===== src/rtl/vc_wrr_scheduler.sv =====
// Two-VC weighted round-robin scheduler. It pops first-word-fall-through VC FIFOs
// and forwards each popped word to destination FIFO D0 or D1 one cycle later.
module vc_wrr_scheduler #(
  parameter int BW = 6,
  parameter int CW = 4
) (
  input  logic          clk,
  input  logic          reset,
  input  logic          init,
  input  logic [CW-1:0] Peso_VC0,
  input  logic [CW-1:0] Peso_VC1,
  input  logic          VC0_empty,
  input  logic          VC1_empty,
  input  logic [BW-1:0] VC0_data_out,
  input  logic [BW-1:0] VC1_data_out,
  input  logic          D0_almost_full,
  input  logic          D1_almost_full,
  output logic          VC0_rd,
  output logic          VC1_rd,
  output logic          D0_wr,
  output logic          D1_wr,
  output logic [BW-1:0] D_data_in,
  output logic          active_out,
  output logic          idle_out
);

  typedef enum logic [1:0] {IDLE, SERVE0, SERVE1} state_t;

  state_t        state_reg, state_next;
  logic [CW-1:0] cnt_reg, cnt_next;
  logic [CW-1:0] w0_reg, w1_reg;
  logic          last_reg, last_next;   // 1 = VC1 was served last
  logic          pop0, pop1;
  logic          d0_wr_reg, d1_wr_reg, active_reg, idle_reg;
  logic [BW-1:0] data_reg;

  logic [1:0]    vc_empty, elig, head_dest;
  logic [BW-1:0] head [2];

  assign vc_empty = {VC1_empty, VC0_empty};
  assign head[0]  = VC0_data_out;
  assign head[1]  = VC1_data_out;

  // A VC is eligible only if its head word's destination can still take a push.
  generate
    for (genvar gi = 0; gi < 2; gi++) begin : g_elig
      assign head_dest[gi] = head[gi][BW-2];
      assign elig[gi] = !vc_empty[gi] &&
                        !(head_dest[gi] ? D1_almost_full : D0_almost_full);
    end
  endgenerate

  always_comb begin
    state_next = state_reg;
    cnt_next   = cnt_reg;
    last_next  = last_reg;
    pop0       = 1'b0;
    pop1       = 1'b0;
    if (reset || init) begin
      state_next = IDLE;
      cnt_next   = '0;
    end else begin
      case (state_reg)
        SERVE0: begin
          if (elig[0] && cnt_reg < w0_reg) begin
            pop0     = 1'b1;
            cnt_next = cnt_reg + CW'(1);
          end else if (elig[1]) begin
            pop1       = 1'b1;
            state_next = SERVE1;
            cnt_next   = CW'(1);
          end else if (elig[0]) begin
            pop0     = 1'b1;
            cnt_next = w0_reg;
          end else begin
            state_next = IDLE;
            cnt_next   = '0;
          end
        end
        SERVE1: begin
          if (elig[1] && cnt_reg < w1_reg) begin
            pop1     = 1'b1;
            cnt_next = cnt_reg + CW'(1);
          end else if (elig[0]) begin
            pop0       = 1'b1;
            state_next = SERVE0;
            cnt_next   = CW'(1);
          end else if (elig[1]) begin
            pop1     = 1'b1;
            cnt_next = w1_reg;
          end else begin
            state_next = IDLE;
            cnt_next   = '0;
          end
        end
        default: begin
          if (elig[0] && (!elig[1] || last_reg)) begin
            pop0       = 1'b1;
            state_next = SERVE0;
            cnt_next   = CW'(1);
          end else if (elig[1]) begin
            pop1       = 1'b1;
            state_next = SERVE1;
            cnt_next   = CW'(1);
          end else begin
            state_next = IDLE;
            cnt_next   = '0;
          end
        end
      endcase
      if (pop0) last_next = 1'b0;
      if (pop1) last_next = 1'b1;
    end
  end

  always_ff @(posedge clk) begin
    if (reset) begin
      state_reg  <= IDLE;
      cnt_reg    <= '0;
      last_reg   <= 1'b1;
      w0_reg     <= CW'(1);
      w1_reg     <= CW'(1);
      d0_wr_reg  <= 1'b0;
      d1_wr_reg  <= 1'b0;
      data_reg   <= '0;
      active_reg <= 1'b0;
      idle_reg   <= 1'b1;
    end else begin
      state_reg <= state_next;
      cnt_reg   <= cnt_next;
      last_reg  <= last_next;
      if (init) begin
        w0_reg <= (Peso_VC0 == '0) ? CW'(1) : Peso_VC0;
        w1_reg <= (Peso_VC1 == '0) ? CW'(1) : Peso_VC1;
      end
      d0_wr_reg <= (pop0 && !head_dest[0]) || (pop1 && !head_dest[1]);
      d1_wr_reg <= (pop0 &&  head_dest[0]) || (pop1 &&  head_dest[1]);
      if (pop0)      data_reg <= VC0_data_out;
      else if (pop1) data_reg <= VC1_data_out;
      active_reg <= pop0 || pop1;
      idle_reg   <= VC0_empty && VC1_empty && !(d0_wr_reg || d1_wr_reg);
    end
  end

  // Push strobes are masked during reset so a word popped just before reset is dropped.
  assign VC0_rd     = pop0;
  assign VC1_rd     = pop1;
  assign D0_wr      = d0_wr_reg && !reset;
  assign D1_wr      = d1_wr_reg && !reset;
  assign D_data_in  = data_reg;
  assign active_out = active_reg;
  assign idle_out   = idle_reg;

endmodule

===== config.mk =====
export PLATFORM = sky130hd
export DESIGN_NAME = vc_wrr_scheduler
export DESIGN_NICKNAME = d
export VERILOG_FILES = /design/src/rtl/vc_wrr_scheduler.sv
export SDC_FILE = /design/constraint.sdc
export NUM_CORES = 1
export LEC_CHECK = 0
export BUFFER_PORTS_ARGS = -buffer_cell sky130_fd_sc_hd__buf_2
export CAP_MARGIN = 25
export CORE_MARGIN = 10
export CORE_UTILIZATION = 53
export DETAILED_ROUTE_END_ITERATION = 8
export PLACE_DENSITY_LB_ADDON = 0.15
export SLEW_MARGIN = 15
export SYNTH_ARGS = -nofsm -noshare
export SYNTH_HDL_FRONTEND = slang
export SYNTH_SLANG_ARGS = --single-unit

===== constraint.sdc =====
create_clock -name clk -period 2.18 [get_ports clk]
set_input_delay 0.327 -clock clk [delete_from_list [all_inputs] [get_ports clk]]
set_output_delay 0.327 -clock clk [all_outputs]
set_load 0.05 [all_outputs]

==> run_results.csv <==
group,metric,value,unit
run_status,status,"complete, but fails checks",
run_status,failed_checks,"negative setup slack",
clock_tree,clock_path_buffers,2,
sta,finalClockSkew,0.0146,ns
clock_tree,tritoncts,"built",
sta,worst_pin_slew,0.355,ns
clock_tree,cts_inserted_buffers,3,
cells_and_area,num_antenna_cells,0,
cells_and_area,fillCellCount,236,
critical_path,arrival,2.03,ns
global_route,grt_overflow,0,
die,fp.dieArea,0.00558,mm²
yosys,synth_edf_count,0,
drt,viasPerCell,5.97,
die,core.rowCount,19,
sta,relSlewSlack,76.4,%
die,core,0.00281,mm²
power,p_leak,0.000870,µW
clock_tree,worstSkewPairLatency,0.34,ns
sta,setup_viol,2,
global_route,busiest_layer,"met2",
global_route,use_met1,19.4,%
placement,place_hpwl,3330,µm
yosys,syn_area,0.00159,mm²
drt,drt-pass1-iter-count,4,
clock_tree,cts_sinks,25,
clock_tree,cts_root_buf,"clkbuf_4",
global_route,met2_usage,26.9,%
yosys,yosysTopAreaCell,"dfxtp_1",
drt,drc,0,
yosys,synth_most_common_cell,"nor2_1",
cells_and_area,syn_to_final_growth,25.3,%
cells_and_area,largest_reg_flops,6,
sta,final.setup.tns,-0.309,ns
sta,report.final.slew_viol_count,0,
yosys,synth.distinct_cells,47,
global_route,grt_pass1_vias,1607,
global_route,antenna_found_initial,0,
critical_path,start_kind,"flip-flop",
cells_and_area,drive_gt1_share,40.1,%
yosys,seq_area_frac_synth,31.6,%
global_route,track_usage,16.2,%
drt,vias,1569,
global_route,grt_pass1_wl,7190,µm
yosys,synth_nets,220,
global_route,grt_use_met3,4.20,%
critical_path,cp-end-kind,"output port",
yosys,async_reset_ff_share,0,%
power,vdd_drop_max,345,µV
yosys,syn_avg_cell_area,8.62,µm²
sta,rsz0062_at_grt,"yes",
drt,detail-route-antenna-nets,0,
job,max-cap-violations,0,
drt,drt_wl_total,4460,µm
sta,fin_crit_sh,108,%
placement,gp_congestion,0.896,
clock_tree,cts_max_level,1,
cells_and_area,postLayoutCoreUtil,70.8,%
clock_tree,clk_pin_slew_worst_paths,0.15,ns
yosys,synth_area_leaders,"dfxtp_1 (32%), ha_1 (7.1%), nor2_1 (7.1%)",
die,die_h,74.7,µm
hold_path,hold_class,"primary input to flip-flop",
critical_path,cp_data_required_time,1.85,ns
drt,detail_route.wl_per_cell,17.0,µm
die,pin_count,39,
die,initial_core_util,56.5,%
yosys,synth.top_cell.area_share,31.6,%
yosys,netlist_instances,184,
critical_path,crit_type,"flip-flop to output port",
power,power_density,498,mW/mm²
global_route,grt_max_degree,19,
yosys,netlist_top_cells_count,"nor2_1 (30), dfxtp_1 (25), a21oi_1 (12)",
die,die_x,74.7,µm
cells_and_area,fin_nets,269,
sta,fin_crit,2.35,ns
placement,portBuffers,38,
sta,max_freq,425,MHz
yosys,synth-main-ff-cell,"dfxtp_1",
sta,layout_setup_ws,-0.172,ns
yosys,yosys_warnings,0,
yosys,synth_seq_cells,25,
drt,drt_iter0_drc,137,
critical_path,crit_fanout,3,
sta,timing.final.hold_violations,0,
power breakdown:
part           switching [µW]  total [µW]  internal (µW)  leakage, µW
logic                     160         274            114     0.000645
registers                14.9         494            479     0.000207
clock network             151         220           69.0    0.0000177
area by class of cell:
cell class                      count  area [µm²]  area share [%]
Timing Repair Buffer               53         319            16.1
Clock buffer                        3        22.5            1.13
Sequential cell                    25         510            25.7
Inverter                           10        42.5            2.14
Clock inverter                      1        5.00           0.252
Tap cell                           31        38.8            1.95
Multi-Input combinational cell    140        1050            52.7
layer usage:
layer  vias up  wire, µm
met1       745      1950
met3        11       266
met4         0        91
li1        762         -
met5         -         0
met2        51      2150
through the flow:
stage | hold slack (ns) | cells | cell area [µm²] | power, µW | setup WS, ns
2_1_floorplan | 0.421 | 184 | 1590 | 679 | 0.0424
3_3_place_gp | 0.479 | 255 | 1840 | 744 | 0.0981
3_5_place_dp | 0.488 | 255 | 1840 | 754 | 0.0621
4_1_cts | 0.230 | 262 | 1960 | 982 | -0.183
5_1_grt | 0.261 | 263 | 1990 | 1030 | -0.284
6_report | 0.232 | 263 | 1990 | 988 | -0.172
logic make-up (layout without fill, tap and decap cells):
logic type	count (synthesis)	in the layout	share of synthesized area (%)
AOI/OAI and AO/OA	57	57	28.4
adders and majority gates	9	9	7.10
muxes	10	10	6.63
buffers and inverters	19	67	6.16
and+or+nand+nor	62	62	19.0
xor gates and xnor gates	2	2	1.11
DFF	25	25	31.6
final timing paths:
path,slack (ns),end,cells past startpoint,start
worst max-delay path,-0.17,VC1_rd,7,cnt_reg[1]$_SDFF_PP0_
worst max register to register,0.07,D_data_in[4]$_SDFFE_PP0P_,9,cnt_reg[1]$_SDFF_PP0_
worst min register to register,0.52,w1_reg[1]$_SDFFE_PP0P_,2,w1_reg[1]$_SDFFE_PP0P_
worst min-delay path,0.23,w1_reg[1]$_SDFFE_PP0P_,3,Peso_VC1[1]
timing repair:
action | in CTS | in global routing
pin swaps | 7 | 9
buffers inserted | 3 | 1
endpoints found under the setup margin | 2 | 4
gates resized for setup | 19 | 8
hold buffers | 0 | 0
critical path, cell delays in order, from the launching register on:
cell	delay, ns
dfxtp_4	0.39
ha_4	0.24
a2111oi_4	0.37
o211ai_1	0.20
and2_4	0.21
nor2_4	0.10
inv_2	0.04
buf_6	0.14
placed cells by master, fill, tap and decap left out, types with 3 or more instances in the layout:
cell type,netlist,layout
inv_1,9,7
a211oi_2,6,6
nand2_1,5,5
and2_1,3,3
o22ai_1,4,4
buf_4,1,15
dfxtp_1,25,19
o21a_1,3,3
buf_2,2,36
clkbuf_4,0,3
o21ai_1,2,3
nor3_1,4,4
mux2i_1,9,9
a31oi_1,6,6
nand2b_1,4,4
ha_1,9,5
or2_2,3,3
dfxtp_2,0,5
o21ai_0,7,6
nand3_1,4,3
nor2_1,30,28
a21oi_1,12,12
o22a_1,3,3
No activity file was read; power rests on OpenSTA's default activity.
